<file path="config.mk">
export PLATFORM = sky130hd
export DESIGN_NAME = count_cmd_ctrl
export DESIGN_NICKNAME = d
export VERILOG_FILES = /design/src/rtl/count_ctrl_pkg.sv /design/src/rtl/btn_conditioner.sv /design/src/rtl/count_cmd_ctrl.sv
export SDC_FILE = /design/constraint.sdc
export NUM_CORES = 1
export LEC_CHECK = 0
export CORE_AREA = 2 2 48 50
export DETAILED_ROUTE_END_ITERATION = 8
export DIE_AREA = 0 0 50 52
export GPL_ROUTABILITY_DRIVEN = 1
export PLACE_DENSITY_LB_ADDON = 0.3
export SYNTH_ARGS = -nofsm -noshare
export SYNTH_HDL_FRONTEND = slang
export SYNTH_HIERARCHICAL = 1
export SYNTH_SLANG_ARGS = --single-unit
</file>
<file path="constraint.sdc">
create_clock -name clock -period 1.02 [get_ports clock]
set_input_delay 0.102 -clock clock [delete_from_list [all_inputs] [get_ports clock]]
set_output_delay 0.102 -clock clock [all_outputs]
set_load 0.05 [all_outputs]
</file>
<file path="src/rtl/count_ctrl_pkg.sv">
// Shared types and default parameters for the counter command stage.
package count_ctrl_pkg;

    typedef enum logic {IDLE, RUN} ctrl_state_t;

    localparam int unsigned DEBOUNCE_CYCLES_DEF = 4;
    localparam int unsigned PRESCALE_DEF        = 8;

endpackage

</file>
<file path="src/rtl/btn_conditioner.sv">
// One push-button path: 2-flop synchronizer, debounce counter, rising-edge press pulse.
module btn_conditioner
    import count_ctrl_pkg::*;
#(
    parameter int unsigned DEBOUNCE_CYCLES = DEBOUNCE_CYCLES_DEF
) (
    input  logic clock,
    input  logic reset_n,
    input  logic btn_raw,
    output logic press
);

    localparam int unsigned CNT_W = $clog2(DEBOUNCE_CYCLES + 1);
    localparam logic [CNT_W-1:0] CNT_LAST = CNT_W'(DEBOUNCE_CYCLES - 1);

    logic [1:0]       sync;
    logic             level;
    logic             level_q;
    logic [CNT_W-1:0] cnt;

    always_ff @(posedge clock or negedge reset_n) begin
        if (!reset_n) begin
            sync    <= '0;
            level   <= 1'b0;
            level_q <= 1'b0;
            cnt     <= '0;
        end else begin
            sync    <= {sync[0], btn_raw};
            level_q <= level;
            if (sync[1] == level) begin
                cnt <= '0;
            end else if (cnt == CNT_LAST) begin
                level <= ~level;
                cnt   <= '0;
            end else begin
                cnt <= cnt + CNT_W'(1);
            end
        end
    end

    // Driven only by flops; the top registers it again before any output.
    assign press = level & ~level_q;

endmodule

</file>
<file path="src/rtl/count_cmd_ctrl.sv">
// Command stage for the up/down swap counter: conditions run/step/swap buttons
// and issues registered enable/swap strobes plus prescaled ticks in RUN.
module count_cmd_ctrl
    import count_ctrl_pkg::*;
#(
    parameter int unsigned DEBOUNCE_CYCLES = DEBOUNCE_CYCLES_DEF,
    parameter int unsigned PRESCALE        = PRESCALE_DEF
) (
    input  logic clock,
    input  logic reset_n,
    input  logic btn_run,
    input  logic btn_step,
    input  logic btn_swap,
    output logic enable,
    output logic swap,
    output logic running
);

    localparam int unsigned PS_W = $clog2(PRESCALE);
    localparam logic [PS_W-1:0] PS_LAST = PS_W'(PRESCALE - 1);

    logic run_press;
    logic step_press;
    logic swap_press;

    btn_conditioner #(.DEBOUNCE_CYCLES(DEBOUNCE_CYCLES)) u_run (
        .clock(clock), .reset_n(reset_n), .btn_raw(btn_run), .press(run_press)
    );
    btn_conditioner #(.DEBOUNCE_CYCLES(DEBOUNCE_CYCLES)) u_step (
        .clock(clock), .reset_n(reset_n), .btn_raw(btn_step), .press(step_press)
    );
    btn_conditioner #(.DEBOUNCE_CYCLES(DEBOUNCE_CYCLES)) u_swap (
        .clock(clock), .reset_n(reset_n), .btn_raw(btn_swap), .press(swap_press)
    );

    ctrl_state_t     state;
    ctrl_state_t     state_nxt;
    logic [PS_W-1:0] presc;
    logic [PS_W-1:0] presc_nxt;
    logic            enable_nxt;
    logic            swap_nxt;

    always_ff @(posedge clock or negedge reset_n) begin
        if (!reset_n) begin
            state   <= IDLE;
            presc   <= '0;
            enable  <= 1'b0;
            swap    <= 1'b0;
            running <= 1'b0;
        end else begin
            state   <= state_nxt;
            presc   <= presc_nxt;
            enable  <= enable_nxt;
            swap    <= swap_nxt;
            running <= (state_nxt == RUN);
        end
    end

    always_comb begin
        state_nxt  = state;
        presc_nxt  = '0;
        enable_nxt = 1'b0;
        swap_nxt   = 1'b0;
        unique case (state)
            IDLE: begin
                if (run_press) begin
                    state_nxt = RUN;
                end else if (swap_press) begin
                    enable_nxt = 1'b1;
                    swap_nxt   = 1'b1;
                end else if (step_press) begin
                    enable_nxt = 1'b1;
                end
            end
            RUN: begin
                if (run_press) begin
                    state_nxt = IDLE;
                end else begin
                    presc_nxt = (presc == PS_LAST) ? '0 : presc + PS_W'(1);
                    // A swap press absorbs a coincident tick into one strobe.
                    if (swap_press) begin
                        enable_nxt = 1'b1;
                        swap_nxt   = 1'b1;
                    end else if (presc == PS_LAST) begin
                        enable_nxt = 1'b1;
                    end
                end
            end
        endcase
    end

endmodule

</file>
==> summary.md <==
| Metric | Value |
|---|---|
| Initial antenna violation count | `0` |
| Total GRT Usage | `13.0%` |
| Sinks on Clock Net | `27` |
| Setup crit end | `u_step/level` |
| Synth-to-Final Area Change | `38.0%` |
| HPWL after DPL | `883 um` |
| Unrepaired setup endpoints after global routing | `yes` |
| Hold Crit Class | `input port to async pin` |
| Reg2reg end | `u_step/level` |
| Synth Area per Inst | `16.3 um^2` |
| Synth unique cells | `17` |
| Failing checks | `negative setup slack` |
| Cell with the largest stage delay on the worst path | `sky130_fd_sc_hd__dfrtp_1` |
| Post-route minimum period | `1.13 ns` |
| Number of maximum-capacitance violations | `0` |
| Count of cells along the worst register-to-register path | `3` |
| Fraction of post-synthesis cell area in the top cell type by area | `68.1%` |
| Ratio of final minimum period to clock period | `110%` |
| Total via count after detailed routing | `522` |
| P_leak | `0.636 nW` |
| Power per Cell Area | `2630 mW/mm^2` |
| Post-synth net total | `71` |
| Number of top-level pins | `8` |
| Startpoint-to-endpoint class of the critical path | `register to register` |
| Total power after layout | `about 3.6 mW` |
| Cell Area, Synth | `992 um^2` |
| Clock latency at the later pin of the worst-skew pair | `0.31 ns` |
| Count of final setup violators | `9` |
| Crit path from | `u_step/cnt[0]` |
| Placer's final routability congestion estimate | `0.672` |
| Vias/cell | `4.58` |
| Initial core utilization | `47.1%` |
| Count of non-filler cells in the finished layout | `114` |
| Highest net fanout along the worst path | `2` |
| CTS tree | `done` |
| Worst hold slack | `0.125 ns` |
| H-tree depth | `1` |
| Kind of start point of the critical path | `register` |
| Most frequent cells in the layout | `sky130_fd_sc_hd__dfrtp_1 (26), sky130_fd_sc_hd__buf_4 (13), sky130_fd_sc_hd__nor3b_2 (5)` |
| Max Slew Vio Count | `0` |
| Minimum setup slack after placement | `-0.147 ns` |
| Final hold violation count | `0` |
| Number of CTS-inserted buffers | `3` |
| Cell accounting for the most synthesized area | `sky130_fd_sc_hd__dfrtp_1` |
| Clock skew | `0.00989 ns` |
| Highest clock frequency the design can meet | `888 MHz` |
| Vias in the first global route | `around 590` |
| Worst rel slew slack | `81.5%` |
| Number of design rule violations left after detail routing | `0` |
| Final Worst Setup Slack | `-0.106 ns` |
| Chip Height | `52 um` |
| Clock transition time at the flip-flop clock pins of the worst setup and hold paths | `approximately 0.14 ns` |
| Floorplan die area | `0.00260 mm^2` |
| Post-DRT Antenna Nets | `0` |
| Number of nets in the layout | `97` |
| Pre-antenna DRT Iters | `2` |
| Sum of routed wire length over all layers | `1380 um` |
| Commonest non-fill, non-tap cell in the layout | `sky130_fd_sc_hd__dfrtp_1` |
| Instance count of the mapped netlist | `between 60 and 70` |
| Worst EP arrival | `1.34 ns` |
| Drt wl/cell | `12.1 um` |
| Status | `finished, violations left` |
| CP peak stage delay | `around 0.38 ns` |
| Ranking of synthesized cells by area | `sky130_fd_sc_hd__dfrtp_1 (68%), sky130_fd_sc_hd__ha_1 (6.3%), sky130_fd_sc_hd__nor2b_4 (4.2%)` |
| Cell Chain, Critical Path | `ha_2 > nor2b_4 > mux2_4` |
| Register bit total from synthesis | `27` |
| Maximum resistive drop on vdd | `1290 uV` |
| Reg-to-reg setup timing slack | `-0.11 ns` |
| Placeable core region | `about 0.0021 mm^2` |
| Floorplan die width | `50 um` |
| Launch instance of the worst register-to-register path | `u_step/cnt[0]` |
| First-pass GRT wire length | `2530 um` |
| Number of warnings reported in the yosys synthesis log | `6` |
| Ratio of cells with drive above 1 in the final layout | `53.5%` |
| CTS Root Buffer Type | `sky130_fd_sc_hd__clkbuf_4` |
| Sort of element at the end of the critical path | `register` |
| Port buffer count | `7` |
| Buffers from clock root to sink, at most | `2` |
| Initial detailed-routing violation count | `1` |
| Core Util, Final | `65.0%` |
| Filler Cell Count | `161` |
| Maximum number of pins on one net before global-route repair | `28` |
| Worst slew pin tran | `about 0.28 ns` |
| CP required | `1.23 ns` |
| # diodes | `0` |
| Overflow left after global routing | `0` |
| Number of cells after detailed placement | `104` |
| Proportion of synthesized chip area in sequential cells | `68.1%` |
| Number of cell rows | `17` |
## worst min path at each step
stage / startpoint / endpoint / cells after the start
floorplan: reset_n / enable / 0
global placement: u_run/sync[0] / u_run/sync[1] / 0
detailed placement: u_run/sync[0] / u_run/sync[1] / 0
CTS: reset_n / u_run/cnt[2] / 2
global route: reset_n / u_run/cnt[2] / 2
finish: reset_n / presc[1] / 2
## stage by stage
step	TNS [ns]	cell area (um^2)
6_report	-0.591	1370
5_1_grt	-1.24	1370
4_1_cts	-0.690	1320
3_5_place_dp	-0.532	1220
3_3_place_gp	-0.289	1220
2_1_floorplan	-0.204	1020
## Yosys cell counts
cell,instances
sky130_fd_sc_hd__a21oi_1,1
sky130_fd_sc_hd__and3b_2,2
sky130_fd_sc_hd__dfrtp_1,27
sky130_fd_sc_hd__ha_1,5
sky130_fd_sc_hd__inv_1,1
sky130_fd_sc_hd__mux2_1,1
sky130_fd_sc_hd__mux2_2,2
sky130_fd_sc_hd__mux2i_1,1
sky130_fd_sc_hd__nor2_1,1
sky130_fd_sc_hd__nor2b_1,4
sky130_fd_sc_hd__nor2b_4,3
sky130_fd_sc_hd__nor3_1,3
sky130_fd_sc_hd__nor3b_1,2
sky130_fd_sc_hd__nor3b_2,3
sky130_fd_sc_hd__nor4b_1,1
sky130_fd_sc_hd__xnor2_1,3
sky130_fd_sc_hd__xor2_1,1
## logic make-up after synthesis
| kind of cell | share of synthesized area [%] |
|---|---|
| XOR/XNOR | 3.53 |
| flip-flops | 68.1 |
| adder cells (fa/ha/maj) | 6.31 |
| AND/OR/NAND/NOR | 16.8 |
| AO/OA/AOI/OAI | 0.504 |
| multiplexers | 4.41 |
| buffers and inverters | 0.378 |
## critical path: cells and delay by family, from the launching register on
family | cells | cell delay [ns]
and+or+nand+nor | 1 | 0.16
DFF | 1 | 0.38
adders and majority gates | 1 | 0.20
muxes | 1 | 0.30
## what timing repair did
item | in CTS | in global routing
endpoints found under the setup margin | 13 | 20
resized for setup | 5 | 6
hold endpoints to repair | 0 | 0
pin swaps | 3 | 3
hold buffers | 0 | 0
buffers inserted | 5 | 1
## sequential cells by signal, indices dropped and copies added, names as in the netlist
signal          flops
u_step/sync         2
u_swap/sync         2
u_swap/level        1
u_run/cnt           3
u_run/level_q       1
presc               3
u_swap/level_q      1
u_run/sync          2
swap                1
u_run/level         1
u_step/cnt          3
u_step/level_q      1
state               1
u_swap/cnt          3
u_step/level        1
enable              1
## final cells by class
cell class | count | area, um^2 | share of cell area (%)
clock buffers | 4 | 26.3 | 1.92
inverters | 1 | 3.75 | 0.274
multi-input cells | 33 | 409 | 29.9
flip-flops and latches | 27 | 677 | 49.5
well taps | 28 | 35.0 | 2.56
repair buffers | 21 | 218 | 15.9
## where the power goes
group	leakage [nW]	switching, mW	internal, mW	total (mW)
registers	0.338	0.209	1.40	1.60
logic	0.283	0.646	0.916	1.56
clock network	0.0150	0.283	0.152	0.435
total	0.636	1.14	2.46	3.60
## layer usage
metal	up-vias	global-route usage, %	part of all wire, %
met5	-	0	0
met2	7	22.1	51
li1	255	-	-
met4	0	4.17	0.95
met3	2	2.59	2.3
met1	258	16.7	46
(Power assumes the default switching activity.)
